==> src/rtl/parking_slot_tracker.sv <==
// parking_slot_tracker: occupancy tracker for a four-slot parking lot.
// Assigns the lowest-index free slot to each arriving car, holds the entry
// gate open for GATE_CYCLES cycles, frees slots on departure reports and
// flags refused entries (lot full) and departures from slots already free.
//
// Interface protocol:
//   arrive_req is a level from the entry sensor. Only its rising edge counts
//   as a new car. An edge seen in IDLE is either granted (slot assigned,
//   gate opened) or refused (denied pulse). An edge seen while the gate is
//   open is dropped silently, so the car must lower and raise arrive_req
//   again to be considered. leave_req is a single-cycle strobe that
//   qualifies leave_slot in the same cycle and is honoured in any state.
//   All decisions in a cycle use the occupancy held at the start of that
//   cycle. A grant and a departure in the same cycle are both applied.
module parking_slot_tracker #(
  parameter int NUM_SLOTS   = 4,
  parameter int GATE_CYCLES = 4
) (
  input  logic       clk,
  input  logic       rst,
  input  logic       arrive_req,
  input  logic       leave_req,
  input  logic [1:0] leave_slot,
  output logic [2:0] space_count,
  output logic [1:0] near_slot,
  output logic [3:0] occupied,
  output logic       gate_open,
  output logic [1:0] assigned_slot,
  output logic       denied,
  output logic       leave_err
);

  // Counter reload value. The gate stays open for the load cycle plus
  // CNT_LOAD further cycles, which gives exactly GATE_CYCLES cycles.
  localparam logic [7:0] CNT_LOAD = 8'(GATE_CYCLES - 1);

  typedef enum logic {
    IDLE = 1'b0,
    GATE = 1'b1
  } state_t;

  state_t     state;
  state_t     state_next;
  logic [7:0] cnt;
  logic [7:0] cnt_next;
  logic       gate_next;
  logic       arrive_q;
  logic       arrive_edge;
  logic       grant;
  logic       deny;
  logic       leave_hit;
  logic       leave_miss;
  logic [3:0] occ_next;

  // Rising edge of the entry sensor level: one edge per car presentation.
  assign arrive_edge = arrive_req & ~arrive_q;

  // Free-slot count: number of clear bits in the occupancy register.
  always_comb begin
    space_count = 3'd0;
    for (int i = 0; i < NUM_SLOTS; i++) begin
      space_count = space_count + {2'b00, ~occupied[i]};
    end
  end

  // Nearest free slot: lowest clear bit, 0 when the lot is full.
  always_comb begin
    near_slot = 2'd0;
    for (int i = NUM_SLOTS - 1; i >= 0; i--) begin
      if (!occupied[i]) begin
        near_slot = 2'(i);
      end
    end
  end

  // Gate FSM next state, counter and grant/deny decisions.
  always_comb begin
    state_next = state;
    cnt_next   = cnt;
    gate_next  = gate_open;
    grant      = 1'b0;
    deny       = 1'b0;
    case (state)
      IDLE: begin
        if (arrive_edge) begin
          if (space_count != 3'd0) begin
            grant      = 1'b1;
            gate_next  = 1'b1;
            cnt_next   = CNT_LOAD;
            state_next = GATE;
          end else begin
            deny = 1'b1;
          end
        end
      end
      GATE: begin
        // Arrival edges are ignored here by construction.
        if (cnt == 8'd0) begin
          gate_next  = 1'b0;
          state_next = IDLE;
        end else begin
          cnt_next = cnt - 8'd1;
        end
      end
      default: begin
        gate_next  = 1'b0;
        state_next = IDLE;
      end
    endcase
  end

  // Occupancy update: grant sets a free bit, departure clears a taken bit.
  // The two can never address the same slot because the grant only picks
  // a bit that is currently clear and a valid departure only clears a bit
  // that is currently set.
  always_comb begin
    occ_next   = occupied;
    leave_hit  = leave_req & occupied[leave_slot];
    leave_miss = leave_req & ~occupied[leave_slot];
    if (grant) begin
      occ_next[near_slot] = 1'b1;
    end
    if (leave_hit) begin
      occ_next[leave_slot] = 1'b0;
    end
  end

  // State, counter, occupancy and output registers.
  always_ff @(posedge clk) begin
    if (rst) begin
      state         <= IDLE;
      cnt           <= 8'd0;
      arrive_q      <= 1'b0;
      occupied      <= 4'b0000;
      gate_open     <= 1'b0;
      assigned_slot <= 2'd0;
      denied        <= 1'b0;
      leave_err     <= 1'b0;
    end else begin
      state     <= state_next;
      cnt       <= cnt_next;
      arrive_q  <= arrive_req;
      occupied  <= occ_next;
      gate_open <= gate_next;
      denied    <= deny;
      leave_err <= leave_miss;
      if (grant) begin
        assigned_slot <= near_slot;
      end
    end
  end

`ifndef SYNTHESIS
  // A refused entry never coincides with an open gate.
  assert property (@(posedge clk) disable iff (rst) denied |-> !gate_open);
  // The gate output tracks the FSM state.
  assert property (@(posedge clk) disable iff (rst) gate_open == (state == GATE));
`endif

endmodule

==> config.mk <==
export PLATFORM = sky130hd
export DESIGN_NAME = parking_slot_tracker
export DESIGN_NICKNAME = d
export VERILOG_FILES = /design/src/rtl/parking_slot_tracker.sv
export SDC_FILE = /design/constraint.sdc
export NUM_CORES = 1
export LEC_CHECK = 0
export CAP_MARGIN = 20
export CELL_PAD_IN_SITES_DETAIL_PLACEMENT = 1
export CELL_PAD_IN_SITES_GLOBAL_PLACEMENT = 1
export CORE_AREA = 8 8 63 65
export DETAILED_ROUTE_END_ITERATION = 10
export DIE_AREA = 0 0 71 73
export PLACE_DENSITY = 0.7
export SYNTH_ARGS = -nofsm -noshare
export SYNTH_HDL_FRONTEND = slang
export SYNTH_SLANG_ARGS = --single-unit
==> constraint.sdc <==
create_clock -name clk -period 2.65 [get_ports clk]
set_clock_uncertainty 0.05 [all_clocks]
set_input_delay 0.53 -clock clk [delete_from_list [all_inputs] [get_ports clk]]
set_output_delay 0.53 -clock clk [all_outputs]
set_load 0.05 [all_outputs]
==> summary.md <==
| Metric | Value |
|---|---|
| Crit path DAT | 1.93 ns |
| Die ar. | 5183 sq um |
| Layout cells sized above 1 | 0.1232 |
| Post-CTS Resized | 0 |
| GRT Residual Overflow | 0 |
| CTS H-tree lvls | 1 |
| NetSw | 498.9 uW |
| Initial Util | 0.3619 |
| Clock Tree Root | clkbuf_4 |
| Avg Cell Area, Syn | 8.904 sq um |
| Power per cell area | 830.4 nW/um^2 |
| Placeable Area | 2953 sq um |
| Die Wd | 71 microns |
| Fill count | 370 |
| Clk pwr share | 0.142 |
| Max incr delay on CP | 0.54 ns |
| DR WL/cell | 17.01 microns |
| Sequential fraction of the synthesis area | 0.3560 |
| Final Routed Wirelength | 2908 microns |
| Post-Syn Instances | 120 |
| Reg power frac | 0.337 |
| First-pass GRT wire length | 5119 microns |
| Layout area overhead | 25.88% |
| Chain of cells forming the critical path | fa_1, inv_1, ha_1, ha_2, buf_12 |
| Setup TNS Final | 0 ns |
| Max-slew headroom | 0.4711 |
| CTS tree | built |
| N_diodes | 0 |
| DR iter-0 viols | 58 |
| Class of the tightest hold or removal check | flop to flop |
| Tmin final | 2.510 ns |
| Max Cap Viol | 0 |
| Cts bufs inserted | 3 |
| DR pass1 iterations | 3 |
| Largest net degree at the start of global routing | 22 |
| Combinational power share | 0.521 |
| Buffers on Ports | 19 |
| Worst Path Max Fanout | 6 |
| Synth Cell Area | 1069 sq um |
| Worst-path clk slew | 0.11 ns |
| Hold_sp | arrive_q$_SDFF_PP0_ |
| Max Fclk | 398.4 MHz |
| Clk Latency, worst-skew pair | 0.31 ns |
| Antenna violations before repair | 0 |
| Height of the die | 73 microns |
| Crit start category | flop |
| Commonest non-fill, non-tap cells in the layout | dfxtp_1, clkdlybuf4s50_1, a21oi_1, o21ai_0, inv_1 |
| Final-report setup violation count | 0 |
| CTS Sinks | 19 |
| Routability Congestion | 0.7911 |
| Final net count | 151 |
| Count of cell types in the netlist | 34 |
| # rows | 20 |
| Crit path from | occupied[0]$_SDFF_PP0_ |
| DRC | 0 |
| Setup crit end kind | output pin |
| Vias after detailed routing | 993 |
| R2R Path Start | occupied[0]$_SDFF_PP0_ |
| Max Slew Vio Count | 0 |
| Vias/cell | 5.807 |
| #FFs+latches synth | 19 |
| Post-Syn Nets | 132 |
| Clock Path Buffers | 2 |
| Critical path class | flop to output pin |
| Hold-fix buffers, CTS | 0 |
| CP required | 2.07 ns |
| Io pins | 20 |
| Pint | 618.0 uW |
| Yosys warning count | 0 |
| RSZ-0062 raised after global routing | no |
| Global Route Usage Sum | 0.1217 |
| Vias in the first global route | 1026 |
| Slew @ Worst Pin | 0.7909 ns |
| Final design utilization | 0.4555 |
| Setup Fix Bufs, Post-CTS | 0 |
| DP HPWL | 2153 microns |
| Leak pwr | 0.0004986 uW |
| DRT antenna net count | 0 |
| IR drop worst, VDD | 540.5 uV |
| Final Hold Fails | 0 |
| Fin crit share | 0.9471 |
| CP max-delay cell | fa_1 |
| Switch share | 0.4467 |
| Status | completed |
## Yosys cell counts
master    instances  area, sq um
nor2_1            5        18.77
nor4b_1           2        17.52
nor3b_1           2        15.01
mux4_2            1        22.52
clkbuf_1          3        11.26
or2_2             1        6.260
nand3_1           1        5.000
nor3_1            3        15.01
nand4_1           2        12.51
o21ai_0          13        65.06
a21o_1            1        7.510
nand2b_1          2        12.51
nor2b_1           5        31.28
buf_2             2        10.01
a311oi_1          2        17.52
nand2_1           5        18.77
or3_1             1        6.260
a311o_1           1        10.01
a21oi_1          13        65.06
buf_1             1        3.750
mux2i_1           4        40.04
o211ai_1          1        7.510
inv_1             7        26.28
nor4_2            1        12.51
and4b_1           3        30.03
or4_1             3        22.52
or3b_2            2        17.52
a32oi_1           1        8.760
dfxtp_1          19        380.4
ha_1              5        62.56
a211oi_1          3        22.52
fa_1              1        20.02
a2111o_1          3        33.78
nor3b_2           1        12.51
## logic make-up after synthesis
group,count (synthesis),synth area share
and+or+nand+nor,39,0.2377
DFF,19,0.3560
AOI/OAI and AO/OA,38,0.2225
muxes,5,0.05855
adders and majority gates,6,0.07728
buffers and inverters,13,0.04801
## through the flow
stage                     hold slack, ns  worst slack (ns)  cells  area (sq um)  total power, uW
final                             0.4298            0.1401    171          1345             1117
after global routing              0.4624           0.05668    171          1345             1194
after global placement            0.4144            0.2398    167          1319            951.0
after detailed placement          0.4232            0.1742    167          1319            967.1
after floorplan                   0.3891           0.02313    120          1075            750.6
after CTS                         0.4397            0.1232    171          1345             1128
## registers in the layout, summed over array words and instances, names as in the netlist
signal	flops
cnt	8
arrive_q	1
gate_open	1
denied	1
state	1
occupied	4
assigned_slot	2
leave_err	1
## worst max-delay path: cells and delay by family, from the launching register on
kind	cells	cell delay [ns]
flip-flops	1	0.38
buffers and inverters	2	0.18
adder cells (fa/ha/maj)	3	1.07
## power by group through the flow
stage          Sequential, uW  Clock [uW]  Combinational, uW
2_1_floorplan             409           0                341
3_3_place_gp              378           0                573
3_5_place_dp              381           0                586
4_1_cts                   375         164                589
5_1_grt                   384         181                629
6_report                  376         158                582
## final cells by class
type                            count  area [sq um]  share of cell area
Inverter                            7         26.28             0.01953
Sequential cell                    19         384.1              0.2856
Multi-Input combinational cell     88         639.4              0.4753
Tap cell                           33         41.29             0.03070
Clock buffer                        4         26.28             0.01953
Timing Repair Buffer               20         227.7              0.1693
## per-layer routing
metal	track usage	vias up	wire length, microns
met5	0	-	0
met4	0.05081	0	57
met3	0.03022	5	105
met2	0.1885	13	1292
met1	0.1560	488	1453
li1	-	487	-
## path summary, 6_finish.rpt
| path | endpoint | slack [ns] | depth (start not counted) |
|---|---|---|---|
| worst max-delay path | space_count[1] | 0.14 | 5 |
| worst min-delay path | denied$_SDFF_PP0_ | 0.43 | 1 |
| worst max register to register | occupied[1]$_SDFF_PP0_ | 0.16 | 7 |
| worst min register to register | denied$_SDFF_PP0_ | 0.43 | 1 |
Note: power is estimated with default switching activity, not from simulation.
